### config.mk
export PLATFORM = sky130hd
export DESIGN_NAME = wt_dcache_miss_arb_flat
export DESIGN_NICKNAME = d
export VERILOG_FILES = /design/src/rtl/wt_dcache_miss_arb_pkg.sv /design/src/rtl/wt_dcache_miss_arb_if.sv /design/src/rtl/wt_dcache_miss_rr.sv /design/src/rtl/wt_dcache_miss_arb.sv /design/src/flat_wrapper.sv
export SDC_FILE = /design/constraint.sdc
export NUM_CORES = 1
export LEC_CHECK = 0
export CAP_MARGIN = 20
export CELL_PAD_IN_SITES_DETAIL_PLACEMENT = 2
export CELL_PAD_IN_SITES_GLOBAL_PLACEMENT = 2
export CORE_MARGIN = 2
export CORE_UTILIZATION = 12
export DETAILED_ROUTE_END_ITERATION = 8
export HOLD_SLACK_MARGIN = 0.05
export PLACE_DENSITY = 0.8
export SLEW_MARGIN = 20
export SYNTH_ARGS = -nofsm -noshare
export SYNTH_HDL_FRONTEND = slang
export SYNTH_SLANG_ARGS = --single-unit
### constraint.sdc
create_clock -name clk_i -period 1.85 [get_ports clk_i]
set_clock_uncertainty 0.1 [all_clocks]
set_input_delay 0.37 -clock clk_i [delete_from_list [all_inputs] [get_ports clk_i]]
set_output_delay 0.37 -clock clk_i [all_outputs]
set_load 0.02 [all_outputs]
### src/rtl/wt_dcache_miss_arb_pkg.sv
`default_nettype none
// ============================================================================
// Packages: config_pkg, wt_cache_pkg, wt_dcache_miss_arb_pkg
// Core config, shared miss-request record and arbiter-local types.
// Revision: 1.0
// ============================================================================

package config_pkg;
    typedef struct packed {
        int unsigned PLEN;
    } cva6_cfg_t;

    localparam cva6_cfg_t cva6_cfg_empty = '{PLEN: 32'd0};
endpackage

package wt_cache_pkg;
    localparam int unsigned PLEN           = 56;
    localparam int unsigned SET_ASSOC      = 4;
    localparam int unsigned CACHE_ID_WIDTH = 4;

    typedef struct packed {
        logic [PLEN-1:0]           paddr;
        logic [2:0]                size;
        logic                      nc;
        logic [SET_ASSOC-1:0]      vld_bits;
        logic [CACHE_ID_WIDTH-1:0] id;
    } miss_req_t;
endpackage

package wt_dcache_miss_arb_pkg;
    typedef enum logic [0:0] {
        IDLE = 1'b0,
        BUSY = 1'b1
    } arb_state_e;

    function automatic int unsigned wrap_inc(input int unsigned idx, input int unsigned n);
        return (idx + 1 == n) ? 0 : idx + 1;
    endfunction
endpackage

`default_nettype wire

### src/rtl/wt_dcache_miss_arb_if.sv
`default_nettype none
// ============================================================================
// Interface: wt_dcache_miss_arb_if
// Arbiter <-> miss-unit request/response bus.
// Revision: 1.0
// ============================================================================

interface wt_dcache_miss_arb_if;
    import wt_cache_pkg::*;

    logic                      mu_req;
    miss_req_t                 mu_req_data;
    logic                      mu_ack;
    logic                      mu_replay;
    logic                      mu_rtrn_vld;
    logic [CACHE_ID_WIDTH-1:0] mu_rtrn_id;

    modport master (
        output mu_req, mu_req_data,
        input  mu_ack, mu_replay, mu_rtrn_vld, mu_rtrn_id
    );

    modport slave (
        input  mu_req, mu_req_data,
        output mu_ack, mu_replay, mu_rtrn_vld, mu_rtrn_id
    );
endinterface

`default_nettype wire

### src/rtl/wt_dcache_miss_rr.sv
`default_nettype none
// ============================================================================
// Module: wt_dcache_miss_rr
// Picks the first requester at or after ptr, wrapping around NumPorts.
// Revision: 1.0
// ============================================================================

module wt_dcache_miss_rr #(
    parameter int unsigned NumPorts = 3
) (
    input  logic [NumPorts-1:0]                                 req,
    input  logic [((NumPorts > 1) ? $clog2(NumPorts) : 1)-1:0] ptr,
    output logic [((NumPorts > 1) ? $clog2(NumPorts) : 1)-1:0] idx,
    output logic                                                valid
);
    localparam int unsigned IdxW = (NumPorts > 1) ? $clog2(NumPorts) : 1;

    logic [IdxW:0]   sum;
    logic [IdxW-1:0] cand;

    // Walk offsets from farthest to nearest so the nearest requester wins.
    always_comb begin
        idx   = '0;
        valid = |req;
        sum   = '0;
        cand  = '0;
        for (int k = NumPorts - 1; k >= 0; k--) begin
            sum = {1'b0, ptr} + (IdxW+1)'(k);
            if (sum >= (IdxW+1)'(NumPorts)) begin
                sum = sum - (IdxW+1)'(NumPorts);
            end
            cand = sum[IdxW-1:0];
            if (req[cand]) begin
                idx = cand;
            end
        end
    end
endmodule

`default_nettype wire

### src/rtl/wt_dcache_miss_arb.sv
`default_nettype none
// ============================================================================
// Module: wt_dcache_miss_arb
// Round-robin arbiter of dcache read-controller misses onto one miss unit.
// Revision: 1.0
// ============================================================================

module wt_dcache_miss_arb
    import wt_cache_pkg::*;
    import wt_dcache_miss_arb_pkg::*;
#(
    parameter int unsigned          NumPorts = 3,
    parameter config_pkg::cva6_cfg_t CVA6Cfg = config_pkg::cva6_cfg_empty
) (
    input  logic                  clk_i,
    input  logic                  rst_ni,
    input  logic [NumPorts-1:0]   miss_req_i,
    input  miss_req_t             miss_req_data_i [NumPorts],
    output logic [NumPorts-1:0]   miss_ack_o,
    output logic [NumPorts-1:0]   miss_replay_o,
    output logic [NumPorts-1:0]   miss_rtrn_vld_o,
    wt_dcache_miss_arb_if.master  mu
);
    localparam int unsigned IdxW = (NumPorts > 1) ? $clog2(NumPorts) : 1;

    // A core with a narrower physical address space drops the upper paddr bits.
    localparam int unsigned PlenEff =
        (CVA6Cfg.PLEN == 0 || CVA6Cfg.PLEN > PLEN) ? PLEN : CVA6Cfg.PLEN;
    localparam logic [PLEN-1:0] PaddrMask = {PLEN{1'b1}} >> (PLEN - PlenEff);

    arb_state_e            state_q, state_d;
    logic [IdxW-1:0]       owner_q, owner_d;
    logic [IdxW-1:0]       rr_ptr_q, rr_ptr_d;
    logic [NumPorts-1:0]   outstanding_q, outstanding_d;
    logic [IdxW-1:0]       pick_idx;
    logic                  pick_valid;
    logic [IdxW-1:0]       owner_next;

    wt_dcache_miss_rr #(.NumPorts(NumPorts)) i_rr (
        .req   (miss_req_i),
        .ptr   (rr_ptr_q),
        .idx   (pick_idx),
        .valid (pick_valid)
    );

    assign owner_next = IdxW'(wrap_inc(32'(owner_q), NumPorts));

    always_ff @(posedge clk_i or negedge rst_ni) begin
        if (!rst_ni) begin
            state_q       <= IDLE;
            owner_q       <= '0;
            rr_ptr_q      <= '0;
            outstanding_q <= '0;
        end else begin
            state_q       <= state_d;
            owner_q       <= owner_d;
            rr_ptr_q      <= rr_ptr_d;
            outstanding_q <= outstanding_d;
        end
    end

    // Replay outranks ack; a withdrawn request ignores both.
    always_comb begin
        state_d       = state_q;
        owner_d       = owner_q;
        rr_ptr_d      = rr_ptr_q;
        miss_ack_o    = '0;
        miss_replay_o = '0;
        mu.mu_req     = 1'b0;
        case (state_q)
            IDLE: begin
                if (pick_valid) begin
                    owner_d = pick_idx;
                    state_d = BUSY;
                end
            end
            BUSY: begin
                if (!miss_req_i[owner_q]) begin
                    state_d = IDLE;
                end else begin
                    mu.mu_req = 1'b1;
                    if (mu.mu_replay) begin
                        miss_replay_o[owner_q] = 1'b1;
                        rr_ptr_d               = owner_next;
                        state_d                = IDLE;
                    end else if (mu.mu_ack) begin
                        miss_ack_o[owner_q] = 1'b1;
                        rr_ptr_d            = owner_next;
                        state_d             = IDLE;
                    end
                end
            end
            default: state_d = IDLE;
        endcase
    end

    always_comb begin
        mu.mu_req_data = '0;
        if (state_q == BUSY) begin
            mu.mu_req_data       = miss_req_data_i[owner_q];
            mu.mu_req_data.paddr = miss_req_data_i[owner_q].paddr & PaddrMask;
        end
    end

    always_comb begin
        miss_rtrn_vld_o = '0;
        for (int p = 0; p < int'(NumPorts); p++) begin
            miss_rtrn_vld_o[p] = mu.mu_rtrn_vld & outstanding_q[p]
                               & (mu.mu_rtrn_id == miss_req_data_i[p].id);
        end
    end

    // A fresh acceptance on the same port keeps it outstanding over a return.
    assign outstanding_d = (outstanding_q & ~miss_rtrn_vld_o) | miss_ack_o;

    a_no_ack_outstanding: assert property (@(posedge clk_i) disable iff (!rst_ni)
        (miss_ack_o & outstanding_q & ~miss_rtrn_vld_o) == '0)
        else $fatal(1, "miss ack to a port with a miss still outstanding");

    a_req_data_stable: assert property (@(posedge clk_i) disable iff (!rst_ni)
        (mu.mu_req && !mu.mu_ack && !mu.mu_replay) |=> (!mu.mu_req || $stable(mu.mu_req_data)))
        else $error("miss request data changed while waiting for the miss unit");
endmodule

`default_nettype wire

### src/flat_wrapper.sv
// flat-port wrapper written by rule: the top's interface ports become plain ports
module wt_dcache_miss_arb_flat import wt_cache_pkg::*; import wt_dcache_miss_arb_pkg::*;
#(
    parameter int unsigned          NumPorts = 3,
    parameter config_pkg::cva6_cfg_t CVA6Cfg = config_pkg::cva6_cfg_empty
)
  (clk_i, rst_ni, miss_req_i, miss_req_data_i, miss_ack_o, miss_replay_o, miss_rtrn_vld_o, mu_mu_req, mu_mu_req_data, mu_mu_ack, mu_mu_replay, mu_mu_rtrn_vld, mu_mu_rtrn_id);
  wt_dcache_miss_arb_if mu_i ();
  input  logic clk_i;
  input  logic rst_ni;
  input  logic [NumPorts-1:0] miss_req_i;
  input  miss_req_t miss_req_data_i[NumPorts];
  output logic [NumPorts-1:0] miss_ack_o;
  output logic [NumPorts-1:0] miss_replay_o;
  output logic [NumPorts-1:0] miss_rtrn_vld_o;
  output wire logic [$bits(mu_i.mu_req)-1:0] mu_mu_req;
  output wire logic [$bits(mu_i.mu_req_data)-1:0] mu_mu_req_data;
  input wire logic [$bits(mu_i.mu_ack)-1:0] mu_mu_ack;
  input wire logic [$bits(mu_i.mu_replay)-1:0] mu_mu_replay;
  input wire logic [$bits(mu_i.mu_rtrn_vld)-1:0] mu_mu_rtrn_vld;
  input wire logic [$bits(mu_i.mu_rtrn_id)-1:0] mu_mu_rtrn_id;
  assign mu_mu_req = mu_i.mu_req;
  assign mu_mu_req_data = mu_i.mu_req_data;
  assign mu_i.mu_ack = mu_mu_ack;
  assign mu_i.mu_replay = mu_mu_replay;
  assign mu_i.mu_rtrn_vld = mu_mu_rtrn_vld;
  assign mu_i.mu_rtrn_id = mu_mu_rtrn_id;
  wt_dcache_miss_arb #(.NumPorts(NumPorts), .CVA6Cfg(CVA6Cfg)) u_core (.clk_i(clk_i), .rst_ni(rst_ni), .miss_req_i(miss_req_i), .miss_req_data_i(miss_req_data_i), .miss_ack_o(miss_ack_o), .miss_replay_o(miss_replay_o), .miss_rtrn_vld_o(miss_rtrn_vld_o), .mu(mu_i));
endmodule
# After elaboration in Yosys (flattened, before gate mapping)
# Cells that the tools add are included.
[totals]
register_bits = 8
in_bits = 216
out_inout_bits = 78
word_cells = 76
[op_classes]
addsub = 6
n_lt_le_gt_ge = 9
n_eq_ne = 4
n_mux = 37
bitwise = 11
reduce_logical = 5
[op_table]
columns = ["operator", "n"]
rows = [
  ["68-bit two-way mux", 3],
  ["68-bit binary-select mux with 2-bit select", 1],
  ["3-bit two-way mux", 7],
  ["2-bit two-way mux", 9],
  ["4-bit == test", 3],
  ["2-bit by 3-bit < comparator with 1-bit output, second input constant", 4],
  ["1-bit two-way mux", 11],
  ["1-bit binary-select mux with 2-bit select", 4],
  ["2-bit by 1-bit adder with 3-bit output, second input constant", 2],
  ["1-bit AND", 6],
  ["3-bit by 2-bit greater-or-equal comparator with 1-bit output, second input constant", 2],
  ["2-bit subtractor, second input constant", 3],
  ["2-bit by 2-bit adder with 3-bit output, second input constant", 1],
  ["3-bit AND", 1],
  ["3-bit by 2-bit == test with 1-bit output, second input constant", 1],
  ["3-bit greater-or-equal comparator, second input constant", 1],
  ["2-bit inverter with 3-bit output", 1],
  ["3-bit inverter", 1],
  ["3-bit OR", 1],
  ["3-bit AND reduction", 1],
  ["3-bit OR reduction", 1],
  ["1-bit demux with 2-bit select", 1],
  ["2-bit by 1-bit greater-or-equal comparator with 1-bit output, second input constant", 1],
  ["2-bit greater-or-equal comparator, second input constant", 1],
  ["other kinds (5)", 5],
]

# Depth between registers and ports, before layout
[depth]
word_depth = 9
mapped_depth = 7
mapped_depth_nobuf = 6

# By module
# A second synthesis with hierarchy kept.
[unflattened]
cells_unflattened = 387
hier_area_um2 = 2593.7
[modules_own_cells]
columns = ["mod", "instances", "cells_per_inst", "area_each_um2", "seq_area_each_um2"]
rows = [
  ["wt_dcache_miss_arb", 1, 367, 2443.6, 200.2],
  ["wt_dcache_miss_rr", 1, 20, 150.1, 0.0],
]

# Worst setup path after synthesis
# No wires, ideal clock.
[synth_path]
kind = "register to output"
start = "register u_core.owner_q[1]"
end = "output miss_ack_o[0]"
t_arrival_ps = 1474
required_time_ps = 1380
setup_slack_ps = -94
stages_incl_launch_ff = 7
n_path_buf = 2
cell_sequence = "dfrtp_1 > buf_4 > nor2b_2 > buf_4 > o2bb2ai_2 > nand4b_2 > nor3_1"
[synth_via]
elab_chain_len = 8
elab_cells_between_ends = 11
classes_between = "2 x order compare; 8 x mux; 1 x reduce/logical"
[synth_lines]
columns = ["element", "line_no", "text"]
rows = [
  ["start: declaration", "wt_dcache_miss_arb.sv:32", "logic [IdxW-1:0] owner_q, owner_d;"],
  ["start signal: assignment", "wt_dcache_miss_arb.sv:56", "owner_q <= owner_d;"],
  ["2-bit by 3-bit < comparator with 1-bit output (not written as such) or 2-bit by 1-bit greater-or-equal comparator with 1-bit output (tied branches)", "wt_dcache_miss_arb.sv:87", "miss_ack_o[owner_q] = 1'b1;"],
  ["1-bit logical AND (not written as such)", "wt_dcache_miss_arb.sv:87", ""],
  ["1-bit two-way mux (not written as such)", "wt_dcache_miss_arb.sv:87", ""],
  ["1-bit demux with 2-bit select", "-", ""],
  ["3-bit two-way mux", "wt_dcache_miss_arb.sv:86", "end else if (mu.mu_ack) begin"],
  ["3-bit two-way mux", "wt_dcache_miss_arb.sv:82", "if (mu.mu_replay) begin"],
  ["3-bit two-way mux *", "wt_dcache_miss_arb.sv:78", "if (!miss_req_i[owner_q]) begin"],
  ["3-bit two-way mux *", "wt_dcache_miss_arb.sv:70", "case (state_q)"],
  ["end: declaration", "flat_wrapper.sv:13", "output logic [NumPorts-1:0] miss_ack_o;"],
]
# Every way passes the cells marked *; elsewhere a longest branch is shown, timed or not. The select of a mux whose other input is x is not followed.

# Final worst setup path
[layout_path]
start = "register u_core.owner_q[1]"
end = "output mu_mu_req_data[22]"
[layout_via]
elab_chain_len = 5
[layout_lines]
columns = ["element", "line_no", "text"]
rows = [
  ["2-bit inverter with 3-bit output (not written as such)", "wt_dcache_miss_arb.sv:101", "mu.mu_req_data.paddr = miss_req_data_i[owner_q].paddr & PaddrMask;"],
  ["68-bit binary-select mux with 2-bit select", "wt_dcache_miss_arb.sv:101", ""],
  ["68-bit two-way mux (not written as such) (2 in series)", "wt_dcache_miss_arb.sv:101", ""],
  ["68-bit two-way mux", "wt_dcache_miss_arb.sv:99", "if (state_q == BUSY) begin"],
  ["end: declaration", "flat_wrapper.sv:17", "output wire logic [$bits(mu_i.mu_req_data)-1:0] mu_mu_req_data;"],
]
# No other way between the ends. The select of a mux whose other input is x is not followed.

==> metrics.md <==
| Metric | Value |
|---|---|
| Arrival @ worst endpoint | `1.78 ns` |
| Overall routing resource usage | `around 15%` |
| Synthesis warning total | `0` |
| Number of clock buffers inserted by TritonCTS | `3` |
| Required arrival time at the worst endpoint | `1.38 ns` |
| Achievable clock frequency | `approximately 440 MHz` |
| Area after DPL | `roughly 6000 sq um` |
| Worst r2r src | `u_core.owner_q[1]` |
| Leading register cell type out of synthesis | `sky130_fd_sc_hd__dfrtp_1` |
| Synthesized net count | `603` |
| Fraction of the yosys area taken by sequential cells | `7.82%` |
| Post-DR vias/cell | `4.18` |
| Number of placed I/O pins | `294` |
| Largest delay contributor family on the critical path | `buffers and inverters` |
| Port bufs | `roughly 290` |
| Placed insts | `953` |
| Number of hold-slack violations in the final timing report | `0` |
| Post-route insts no fill | `982` |
| Max capacitance violation total | `0` |
| Least-Margin Pin Slew | `about 0.57 ns` |
| Total length of routed wires | `18.5 mm` |
| Critical path launch point type | `flop` |
| Worst reg2reg endpoint | `u_core.outstanding_q[2]` |
| Final Wtd Congestion | `approximately 0.77` |
| Fraction of synthesis flops using an asynchronous set or reset pin | `100%` |
| Final Cycle Share | `122%` |
| Root buf cell | `sky130_fd_sc_hd__clkbuf_16` |
| Highest-count cells in the layout ignoring fill and taps | `sky130_fd_sc_hd__clkdlybuf4s50_1 (197), sky130_fd_sc_hd__buf_6 (77), sky130_fd_sc_hd__mux2i_1 (64), sky130_fd_sc_hd__and2_1 (44), sky130_fd_sc_hd__buf_4 (35)` |
| Register clock-pin slew on the reported worst setup and hold paths | `0.04 ns` |
| 1st-iter DRT viols | `52` |
| Violations in the final reports | `negative setup slack` |
| Met2 Wirelength | `9.89 mm` |
| DRT met1 WL | `7.37 mm` |
| Unrepaired setup endpoints after global routing | `yes` |
| Net count, final | `a little over 900` |
| Final setup margin | `-0.401 ns` |
| Critical Path Fanout Max | `6` |
| Launching instance or port of the critical path | `u_core.owner_q[1]` |
| Layout cells sized above 1 | `around 38%` |
| Wire length of the first global-routing pass | `26.2 mm` |
| TritonCTS clock tree | `done` |
| Final routed DRC violation total | `0` |
| Worst ir drop on vdd | `0.580 mV` |
| Total Die Area | `22500 sq um` |
| Most prevalent standard cell on the critical path | `sky130_fd_sc_hd__buf_8` |
| Gate count of the mapped netlist | `approximately 380` |
| Leading cell type in the layout, fill and taps excluded | `sky130_fd_sc_hd__clkdlybuf4s50_1` |
| Number of antenna violations at the first check in global routing | `1` |
| Ratio of total power to cell area | `1290 nW/um^2` |
| Worst Reg-to-Reg Cells | `7` |
| DIE WIDTH | `150 um` |
| Worst relative slew slack | `62.3%` |
| Height of the die | `between 150 and 200 um` |
| Via count of the first global-routing pass | `4506` |
| Class of the tightest hold or removal check | `in -> async` |
| Final min period | `2.25 ns` |
| Top sig layer | `met5` |
| Lkg Pwr | `0.00309 uW` |
| Slowest CP cell | `sky130_fd_sc_hd__dfrtp_4` |
| Number of setup violations in the final report | `77` |
| Synth Cell Area | `approximately 2600 sq um` |
| Initial Utilization | `12.2%` |
| Via count | `4105` |
| Maximum number of pins on one net before global-route repair | `40` |
| CP Depth | `7` |
| Largest stage delay on the critical path | `0.53 ns` |
| Synth-to-layout area growth | `178%` |
| TritonCTS Sinks | `8` |
| 1st-pass router iterations | `4` |
| Slack of the worst reg-to-reg path | `-0.08 ns` |
| Worst setup path endpoint | `mu_mu_req_data[22]` |
| Result of the run | `complete, but fails checks` |
| Count of standard-cell rows | `53` |
| Clock Path Buffers | `2` |
| Worst path buffer plus inverter count | `4` |
| Endpoint kind of the worst setup timing path | `output port` |
| Average wire per standard cell | `18.8 um` |
| Core ar. | `about 21000 sq um` |
| Number of enable-type register cells in the synthesized netlist | `0` |
| Final global-route overflow total | `0` |
| Setup Crit Path Kind | `reg -> out` |
| Synth Register Bits | `8` |
| Total count of max-transition violations in the final report | `0` |
| HPWL after detailed placement | `roughly 13 mm` |
| H-Tree Depth | `1` |
| Crit path cell chain | `buf_8, buf_8, buf_12, mux2i_1, o21ai_0, and2_1, buf_6` |
| Antenna diode count | `0` |
| Detailed route wirelength on metal3 | `1.09 mm` |
| Count of antenna-violating nets left after detailed routing | `0` |
| Post-layout instance area | `7130 sq um` |
| Average footprint of a synthesized cell | `6.66 sq um` |
| Clk_lat worst skew | `0.24 ns` |
| Synth unique cells | `33` |
repair_timing:
item / in CTS / in global routing
hold buffers: 0 / 0
buffers inserted: 13 / 7
resized for setup: 620 / 94
endpoints found under the setup margin: 78 / 84
cloned: 8 / 0
pin swaps: 71 / 20
per-layer routing:
layer  track usage, %  vias up
met5                0        -
met4             1.70        2
met2             29.0      145
li1                 -     1962
met3             2.65       12
met1             17.4     1984
synth_stat cells, drive strengths merged, types with 3 or more instances:
cell / instances / area share [%]
nand3: 3 / 0.59
and2: 69 / 17
inv: 9 / 1.3
a21oi: 4 / 0.78
nor2: 4 / 0.59
nand2: 73 / 11
nor3: 4 / 0.78
clkbuf: 14 / 2.1
o21ai: 70 / 14
nor4: 3 / 0.73
o32ai: 3 / 1.0
ha: 3 / 1.5
xor2: 9 / 3.1
mux2i: 69 / 27
buf: 19 / 4.3
dfrtp: 8 / 7.8
xnor2: 3 / 1.0
layout make-up:
class	count	area, sq um
Inverter	9	33.8
Clock buffer	4	78.8
Sequential cell	8	206
Fill cell	2331	13800
Timing Repair Buffer	352	3780
Multi-Input combinational cell	334	2680
Tap cell	275	344
worst reg2reg max path: stages, from the launching register on:
cell and delay, ns:
sky130_fd_sc_hd__dfrtp_4 0.53, sky130_fd_sc_hd__buf_6 0.15, sky130_fd_sc_hd__mux2i_2 0.15, sky130_fd_sc_hd__o2bb2ai_4 0.19
sky130_fd_sc_hd__nand4b_4 0.16, sky130_fd_sc_hd__buf_6 0.15, sky130_fd_sc_hd__buf_6 0.12, sky130_fd_sc_hd__o32ai_4 0.27
how the worst min path moves through the flow:
stage / slack [ns] / depth (start not counted) / to / start
floorplan: -0.03 / 0 / u_core.outstanding_q[0] / rst_ni
global placement: 0.41 / 2 / u_core.outstanding_q[2] / u_core.outstanding_q[2]
detailed placement: 0.44 / 2 / u_core.outstanding_q[1] / u_core.outstanding_q[1]
CTS: 0.35 / 1 / u_core.rr_ptr_q[0] / rst_ni
global route: 0.38 / 1 / u_core.rr_ptr_q[0] / rst_ni
finish: 0.34 / 1 / u_core.rr_ptr_q[0] / rst_ni
per-stage QoR:
step	setup WS, ns	power [uW]	hold WS [ns]	util (%)	TNS [ns]
after detailed placement	-0.825	6810	0.436	28.8	-47.25
final	-0.401	9220	0.341	34.0	-23.41
after floorplan	-0.0942	3760	-0.0256	-	-0.283
after global routing	-0.459	9820	0.375	34.0	-29.01
after global placement	-0.813	6710	0.406	28.8	-45.04
after CTS	-0.401	8780	0.354	32.4	-23.93
kinds of logic (layout without fill, tap and decap cells):
| family | count (synthesis) | after routing | synth area share [%] |
|---|---|---|---|
| AOI/OAI and AO/OA | 84 | 84 | 17.9 |
| xor gates and xnor gates | 12 | 12 | 4.11 |
| and+or+nand+nor | 164 | 164 | 32.9 |
| adders and majority gates | 3 | 3 | 1.47 |
| muxes | 71 | 71 | 28.2 |
| DFF | 8 | 8 | 7.82 |
| buffers and inverters | 42 | 365 | 7.63 |
sequential cells by signal (all words and copies together) (netlist names):
name and flops:
u_core.state_q 1, u_core.outstanding_q 3, u_core.owner_q 2, u_core.rr_ptr_q 2
power breakdown:
group          total, uW  internal (uW)  switching (uW)
Combinational       8440           4420            4010
Clock                393            289             104
Sequential           391            274             117
Total               9220           4990            4230
Power figures use the tool's default switching activity.
